## config.mk

```make
export PLATFORM = sky130hd
export DESIGN_NAME = clint
export DESIGN_NICKNAME = d
export VERILOG_FILES = /design/src/rtl/clint_pkg.sv /design/src/rtl/clint_prescaler.sv /design/src/rtl/clint.sv
export SDC_FILE = /design/constraint.sdc
export NUM_CORES = 1
export LEC_CHECK = 0
export CAP_MARGIN = 30
export CORE_ASPECT_RATIO = 1.75
export CORE_MARGIN = 2
export CORE_UTILIZATION = 59
export DETAILED_ROUTE_END_ITERATION = 12
export PLACE_DENSITY_LB_ADDON = 0.08
export SYNTH_ARGS = -nofsm -noshare
export SYNTH_HDL_FRONTEND = slang
export SYNTH_SLANG_ARGS = --single-unit
```

## constraint.sdc

```tcl
create_clock -name clk -period 4.6 [get_ports clk]
set_input_delay 0.69 -clock clk [delete_from_list [all_inputs] [get_ports clk]]
set_output_delay 0.69 -clock clk [all_outputs]
set_load 0.05 [all_outputs]
```

## src/rtl/clint_pkg.sv

```systemverilog
// clint_pkg: register map, port FSM states and byte-lane merge helper for the CLINT.
package clint_pkg;

    localparam logic [15:0] CLINT_MSIP        = 16'h0000;
    localparam logic [15:0] CLINT_MTIMECMP_LO = 16'h4000;
    localparam logic [15:0] CLINT_MTIMECMP_HI = 16'h4004;
    localparam logic [15:0] CLINT_MTIME_LO    = 16'hBFF8;
    localparam logic [15:0] CLINT_MTIME_HI    = 16'hBFFC;

    typedef enum logic {CLINT_IDLE, CLINT_RESP} clint_state_e;

    function automatic logic [31:0] clint_merge(input logic [31:0] old, input logic [31:0] wdata,
                                                input logic [3:0] strb);
        logic [31:0] r;
        for (int i = 0; i < 4; i++) r[i*8 +: 8] = strb[i] ? wdata[i*8 +: 8] : old[i*8 +: 8];
        return r;
    endfunction

endpackage

```

## src/rtl/clint_prescaler.sv

```systemverilog
// clint_prescaler: 16-bit down-counter producing a one-cycle tick every TICK_DIV clocks.
module clint_prescaler #(
    parameter int unsigned TICK_DIV = 1
) (
    input  logic clk,
    input  logic reset_n,
    output logic tick
);

    localparam logic [15:0] RELOAD = 16'(TICK_DIV - 1);

    logic [15:0] cnt_q, cnt_d;

    always_comb begin
        tick  = cnt_q == 16'd0;
        cnt_d = tick ? RELOAD : cnt_q - 16'd1;
    end

    always_ff @(posedge clk or negedge reset_n) begin
        if (!reset_n) cnt_q <= RELOAD;
        else          cnt_q <= cnt_d;
    end

endmodule

```

## src/rtl/clint.sv

```systemverilog
// clint: mtime/mtimecmp/msip registers behind a single-outstanding request/response port,
// with registered timer and software interrupt outputs.
module clint
    import clint_pkg::*;
#(
    parameter int unsigned TICK_DIV = 1
) (
    input  logic        clk,
    input  logic        reset_n,
    input  logic        req_valid,
    output logic        req_ready,
    input  logic        req_we,
    input  logic [15:0] req_addr,
    input  logic [31:0] req_wdata,
    input  logic [3:0]  req_wstrb,
    output logic        rsp_valid,
    input  logic        rsp_ready,
    output logic [31:0] rsp_rdata,
    output logic        rsp_err,
    output logic        timer_interrupt,
    output logic        software_interrupt
);

    clint_state_e state_q, state_d;
    logic [63:0]  mtime_q, mtime_d, mtimecmp_q, mtimecmp_d;
    logic         msip_q, msip_d, tirq_q, sirq_q, err_q, err_d;
    logic [31:0]  rdata_q, rdata_d, rd_val;
    logic         tick, accept, wr, mapped;
    logic         sel_msip, sel_cmp_lo, sel_cmp_hi, sel_mt_lo, sel_mt_hi;
    logic [15:0]  addr;

    clint_prescaler #(.TICK_DIV(TICK_DIV)) u_prescaler (
        .clk     (clk),
        .reset_n (reset_n),
        .tick    (tick)
    );

    always_comb begin
        addr       = req_addr & 16'hFFFC;
        sel_msip   = addr == CLINT_MSIP;
        sel_cmp_lo = addr == CLINT_MTIMECMP_LO;
        sel_cmp_hi = addr == CLINT_MTIMECMP_HI;
        sel_mt_lo  = addr == CLINT_MTIME_LO;
        sel_mt_hi  = addr == CLINT_MTIME_HI;
        mapped     = sel_msip | sel_cmp_lo | sel_cmp_hi | sel_mt_lo | sel_mt_hi;
        accept     = state_q == CLINT_IDLE && req_valid;
        wr         = accept && req_we;
        rd_val     = sel_msip   ? {31'd0, msip_q}    :
                     sel_cmp_lo ? mtimecmp_q[31:0]   :
                     sel_cmp_hi ? mtimecmp_q[63:32]  :
                     sel_mt_lo  ? mtime_q[31:0]      :
                     sel_mt_hi  ? mtime_q[63:32]     : 32'd0;
        state_d    = accept ? CLINT_RESP :
                     (state_q == CLINT_RESP && rsp_ready) ? CLINT_IDLE : state_q;
        rdata_d    = accept ? (req_we ? 32'd0 : rd_val) : rdata_q;
        err_d      = accept ? !mapped : err_q;
        msip_d     = (wr && sel_msip && req_wstrb[0]) ? req_wdata[0] : msip_q;
        mtimecmp_d = {(wr && sel_cmp_hi) ? clint_merge(mtimecmp_q[63:32], req_wdata, req_wstrb) : mtimecmp_q[63:32],
                      (wr && sel_cmp_lo) ? clint_merge(mtimecmp_q[31:0], req_wdata, req_wstrb) : mtimecmp_q[31:0]};
        // A write to either mtime half swallows the tick for the full 64-bit counter.
        mtime_d    = (wr && sel_mt_lo) ? {mtime_q[63:32], clint_merge(mtime_q[31:0], req_wdata, req_wstrb)} :
                     (wr && sel_mt_hi) ? {clint_merge(mtime_q[63:32], req_wdata, req_wstrb), mtime_q[31:0]} :
                     mtime_q + 64'(tick);
    end

    always_ff @(posedge clk or negedge reset_n) begin
        if (!reset_n) begin
            state_q    <= CLINT_IDLE;
            mtime_q    <= '0;
            mtimecmp_q <= '1;
            msip_q     <= 1'b0;
            rdata_q    <= '0;
            err_q      <= 1'b0;
            tirq_q     <= 1'b0;
            sirq_q     <= 1'b0;
        end else begin
            state_q    <= state_d;
            mtime_q    <= mtime_d;
            mtimecmp_q <= mtimecmp_d;
            msip_q     <= msip_d;
            rdata_q    <= rdata_d;
            err_q      <= err_d;
            tirq_q     <= mtime_q >= mtimecmp_q;
            sirq_q     <= msip_q;
        end
    end

    assign req_ready          = state_q == CLINT_IDLE;
    assign rsp_valid          = state_q == CLINT_RESP;
    assign rsp_rdata          = rdata_q;
    assign rsp_err            = err_q;
    assign timer_interrupt    = tirq_q;
    assign software_interrupt = sirq_q;

endmodule

```

==> metrics list <==
- The first routing iteration left just under 800 violations.
* Proportion of synthesized chip area in sequential cells: 41.5%
- Post-route setup TNS: 0 ps
- Most frequent standard cell in the layout excluding fill and tap cells: sky130_fd_sc_hd__nand2_1
* DRC Markers: 0
- The initialized floorplan defines 66 standard-cell rows.
* Total core area: between 0.015 and 0.02 sq mm
* Max Cap Violations: 0
- For this run, asynchronously set or reset flops after synthesis account for between 90% and 100%.
- Wires add up to between 30,000 and 40,000 microns.
- Final weighted congestion of routability-driven global placement: roughly 0.93
- The die is between 100 and 150 microns wide.
* Minimum hold slack: 336 ps
- In the final design database the tool counted 1,375 nets.
- Setup violations remaining at the end of the flow were counted as 0.
- Entering global routing, the biggest net connects between 90 and 100 pins.
- Final period utilization: 85.7%
- During I/O placement, the number of pins put on the boundary was between 90 and 100.
* Delay contributed by the slowest stage of the critical path: around 620 ps
* Cell Chain, Critical Path: or4_1, nor4_2, ha_1, ha_1, nand4_1, or3_1, nor3b_2, nand2_1, o32ai_1, a21oi_1
- Leading register cell type out of synthesis: sky130_fd_sc_hd__dfrtp_1
- Clock latency on the worst-skew pair: around 450 ps
- VDD sags by at most between 0.0003 and 0.0004 V.
- Run status: finished, final reports clean
* Die H: 185 microns
- Maximum clock insertion buffer count: 2
* Setup Skew: just under 9 ps
* TritonCTS Buffers: 17
- In this run, synthesis inferred 0 flip-flops with an integrated enable.
- Counting every sink on the clock net gives approximately 180.
* Cts hold-fix bufs: 0
- Die ar.: about 0.02 sq mm
* RSZ-0062 raised after global routing: false
- After technology mapping, the gate count stands at around 1,200.
* Routed via count: 9,920
- Leaving out fill and tap cells, the most frequent cells in the layout are sky130_fd_sc_hd__nand2_1, sky130_fd_sc_hd__dfrtp_1, sky130_fd_sc_hd__mux2_2.
- Kind of cell adding the most delay to the critical path: simple AND/OR/NAND/NOR gates
- Synthesis Warnings: 0
- After the flow finishes, the layout carries non-filler instances totaling between 1,500 and 2,000.
- After detailed placement, the design holds a cell count of around 1,500.
- Power density of the placed cells: approximately 290 mW/mm^2
- First-pass GRT wire length: approximately 52,000 microns
- In this run, post-CTS repair resized a total of 0 instances.
- CP arrival: roughly 4200 ps
* Cell repeated most along the worst path: sky130_fd_sc_hd__ha_1
* Post-place instance area: approximately 0.012 sq mm
- Time the worst path needs with I/O delays and setup: 3940 ps
- The cell sitting at the root of the clock tree is a sky130_fd_sc_hd__clkbuf_16.
- The synthesized netlist contains 70 unique library cells.
- Cell type with the highest aggregate area in the netlist: sky130_fd_sc_hd__dfrtp_1
- Summed over all cells, the static leakage comes to 5.19 nW.
- The final max-slew violation count was 0.
- Maximum fanout along the worst path: 7
- The worst pin sits at a relative slew slack of between 40% and 50%.
- Number of buffers inserted to repair setup after CTS: 0
- Number of port buffers: just over 90
- Summed over all layers, the global routing overflow is 0.
- Slowest cell on crit path: sky130_fd_sc_hd__or4_1
* Flop and latch count out of synthesis: 181
* Ant diodes: 0
- Number of detailed-routing iterations run before antenna repair: 10
- Clock tree from TritonCTS: built
- Critical path buffers and inverters: 0
* Critical path endpoint category: flip-flop
* Mean number of vias per cell: roughly 6.6
* Pwr Total: about 3.7 mW
- The number of global-route vias before repair came to 9,973.
* Achievable clock frequency: around 250 MHz
- Clock-pin slew of the registers on the worst-case setup and hold paths: about 60 ps
- Worst hold-check path type: in2async
- For the worst setup path, the data required time is between 4000 and 5000 ps.
- Cell area after synthesis: ~0.011 sq mm
* Ratio of cells with drive above 1 in the final layout: between 10% and 20%
- Remaining number of nets flagged by the antenna check after routing: 0
* Syn nets: around 1,300
- The number of antenna violations at the first check in global routing was 0.
* Detailed placer's ending HPWL: 23,900 microns
- The area growth from synthesis to layout is 16.6%.
- The setup path with the least slack is of type reg2reg.
* Sort of element at the start of the critical path: flip-flop
* Slew at the pin closest to its max-slew limit: approximately 840 ps
* Total non-filler cell area in the finished layout: roughly 0.013 sq mm
- After detailed routing, the average wire length per cell comes to between 20 and 25 microns.
- The clock tree synthesis step divided the H-tree into 4 levels.
- The initial utilization of the core area, before any placement, comes to between 60% and 70%.
- Share of Yosys cell area claimed by the top area cell type: a little over a quarter
* Final Hold Vio Count: 0
* Post-synthesis average cell area: roughly 9.5 sq um
* Leading cell types by total area after synthesis: sky130_fd_sc_hd__dfrtp_1, sky130_fd_sc_hd__dfstp_2, sky130_fd_sc_hd__mux2_2
* Global Route Usage Sum: between 30% and 40%
-- state kept, by name, indices dropped and copies added, names as in the netlist --
signal / count
mtime_q: 64
rsp_err: 1
msip_q: 1
mtimecmp_q: 64
rsp_rdata: 32
software_interrupt: 1
rsp_valid: 1
timer_interrupt: 1
u_prescaler.cnt_q: 16
-- per-stage QoR --
step / util (%) / setup slack, ps
5_1_grt: 70.0 / 362
2_1_floorplan: - / 893
3_5_place_dp: 66.3 / 720
4_1_cts: 70.0 / 683
6_report: 70.0 / 658
3_3_place_gp: 66.3 / 707
-- cells by family (layout without fill, tap and decap cells) --
logic type / after synthesis / in the layout / synth area share [%]
DFF: 181 / 181 / 41.5
AOI/OAI and AO/OA: 309 / 309 / 18.8
muxes: 98 / 98 / 9.88
adders and majority gates: 68 / 68 / 7.66
xor gates and xnor gates: 11 / 11 / 0.868
and+or+nand+nor: 374 / 374 / 16.7
buffers and inverters: 133 / 222 / 4.60
-- path summary, 6_finish.rpt --
kind                                 startpoint              endpoint  slack (ps)  depth (start not counted)
min in group clk                         msip_q    software_interrupt         410                          0
max                        u_prescaler.cnt_q[4]           mtime_q[58]         660                         10
min                                     reset_n  u_prescaler.cnt_q[4]         340                          1
max reg2reg                u_prescaler.cnt_q[4]           mtime_q[58]         660                         10
min reg2reg                              msip_q    software_interrupt         410                          0
max in group asynchronous               reset_n        mtimecmp_q[51]        3280                          2
-- final cells by class --
| cell class | count | area [sq um] |
|---|---|---|
| fill | 1509 | 5560 |
| timing repair buffer | 112 | 1060 |
| clock inverter | 13 | 228 |
| multi-input combinational | 860 | 6010 |
| tap | 238 | 298 |
| clock buffer | 19 | 443 |
| inverter | 78 | 293 |
| sequential | 181 | 4610 |
-- Yosys cell counts, types with 6 or more instances --
| master | number |
|---|---|
| sky130_fd_sc_hd__a211oi_1 | 10 |
| sky130_fd_sc_hd__a21o_1 | 13 |
| sky130_fd_sc_hd__a21oi_1 | 83 |
| sky130_fd_sc_hd__a222oi_1 | 32 |
| sky130_fd_sc_hd__a311oi_1 | 6 |
| sky130_fd_sc_hd__and3_1 | 8 |
| sky130_fd_sc_hd__buf_2 | 6 |
| sky130_fd_sc_hd__clkbuf_1 | 46 |
| sky130_fd_sc_hd__dfrtp_1 | 117 |
| sky130_fd_sc_hd__dfstp_2 | 64 |
| sky130_fd_sc_hd__ha_1 | 68 |
| sky130_fd_sc_hd__inv_1 | 78 |
| sky130_fd_sc_hd__mux2_2 | 93 |
| sky130_fd_sc_hd__nand2_1 | 135 |
| sky130_fd_sc_hd__nand2b_1 | 6 |
| sky130_fd_sc_hd__nand3_1 | 43 |
| sky130_fd_sc_hd__nand4_1 | 32 |
| sky130_fd_sc_hd__nor2_1 | 71 |
| sky130_fd_sc_hd__nor3_1 | 22 |
| sky130_fd_sc_hd__nor4_1 | 14 |
| sky130_fd_sc_hd__o211ai_1 | 8 |
| sky130_fd_sc_hd__o21a_1 | 6 |
| sky130_fd_sc_hd__o21ai_0 | 64 |
| sky130_fd_sc_hd__o22ai_1 | 17 |
| sky130_fd_sc_hd__o31ai_1 | 15 |
| sky130_fd_sc_hd__o32ai_1 | 11 |
| sky130_fd_sc_hd__or4_1 | 6 |
| sky130_fd_sc_hd__xnor2_1 | 6 |
-- routing by layer --
metal | vias to the layer above | track usage, % | wire, microns
met1 | 4882 | 36.8 | 11800
li1 | 4542 | - | -
met5 | - | 0 | 0
met4 | 0 | 21.0 | 2120
met2 | 369 | 62.6 | 17700
met3 | 127 | 5.22 | 1610
-- report_power, final --
group / total (mW) / switching, mW / internal (mW)
registers: 1.69 / 0.0658 / 1.63
logic: 0.333 / 0.199 / 0.133
clock network: 1.67 / 0.635 / 1.03
Note: power is estimated with default switching activity, not from simulation.
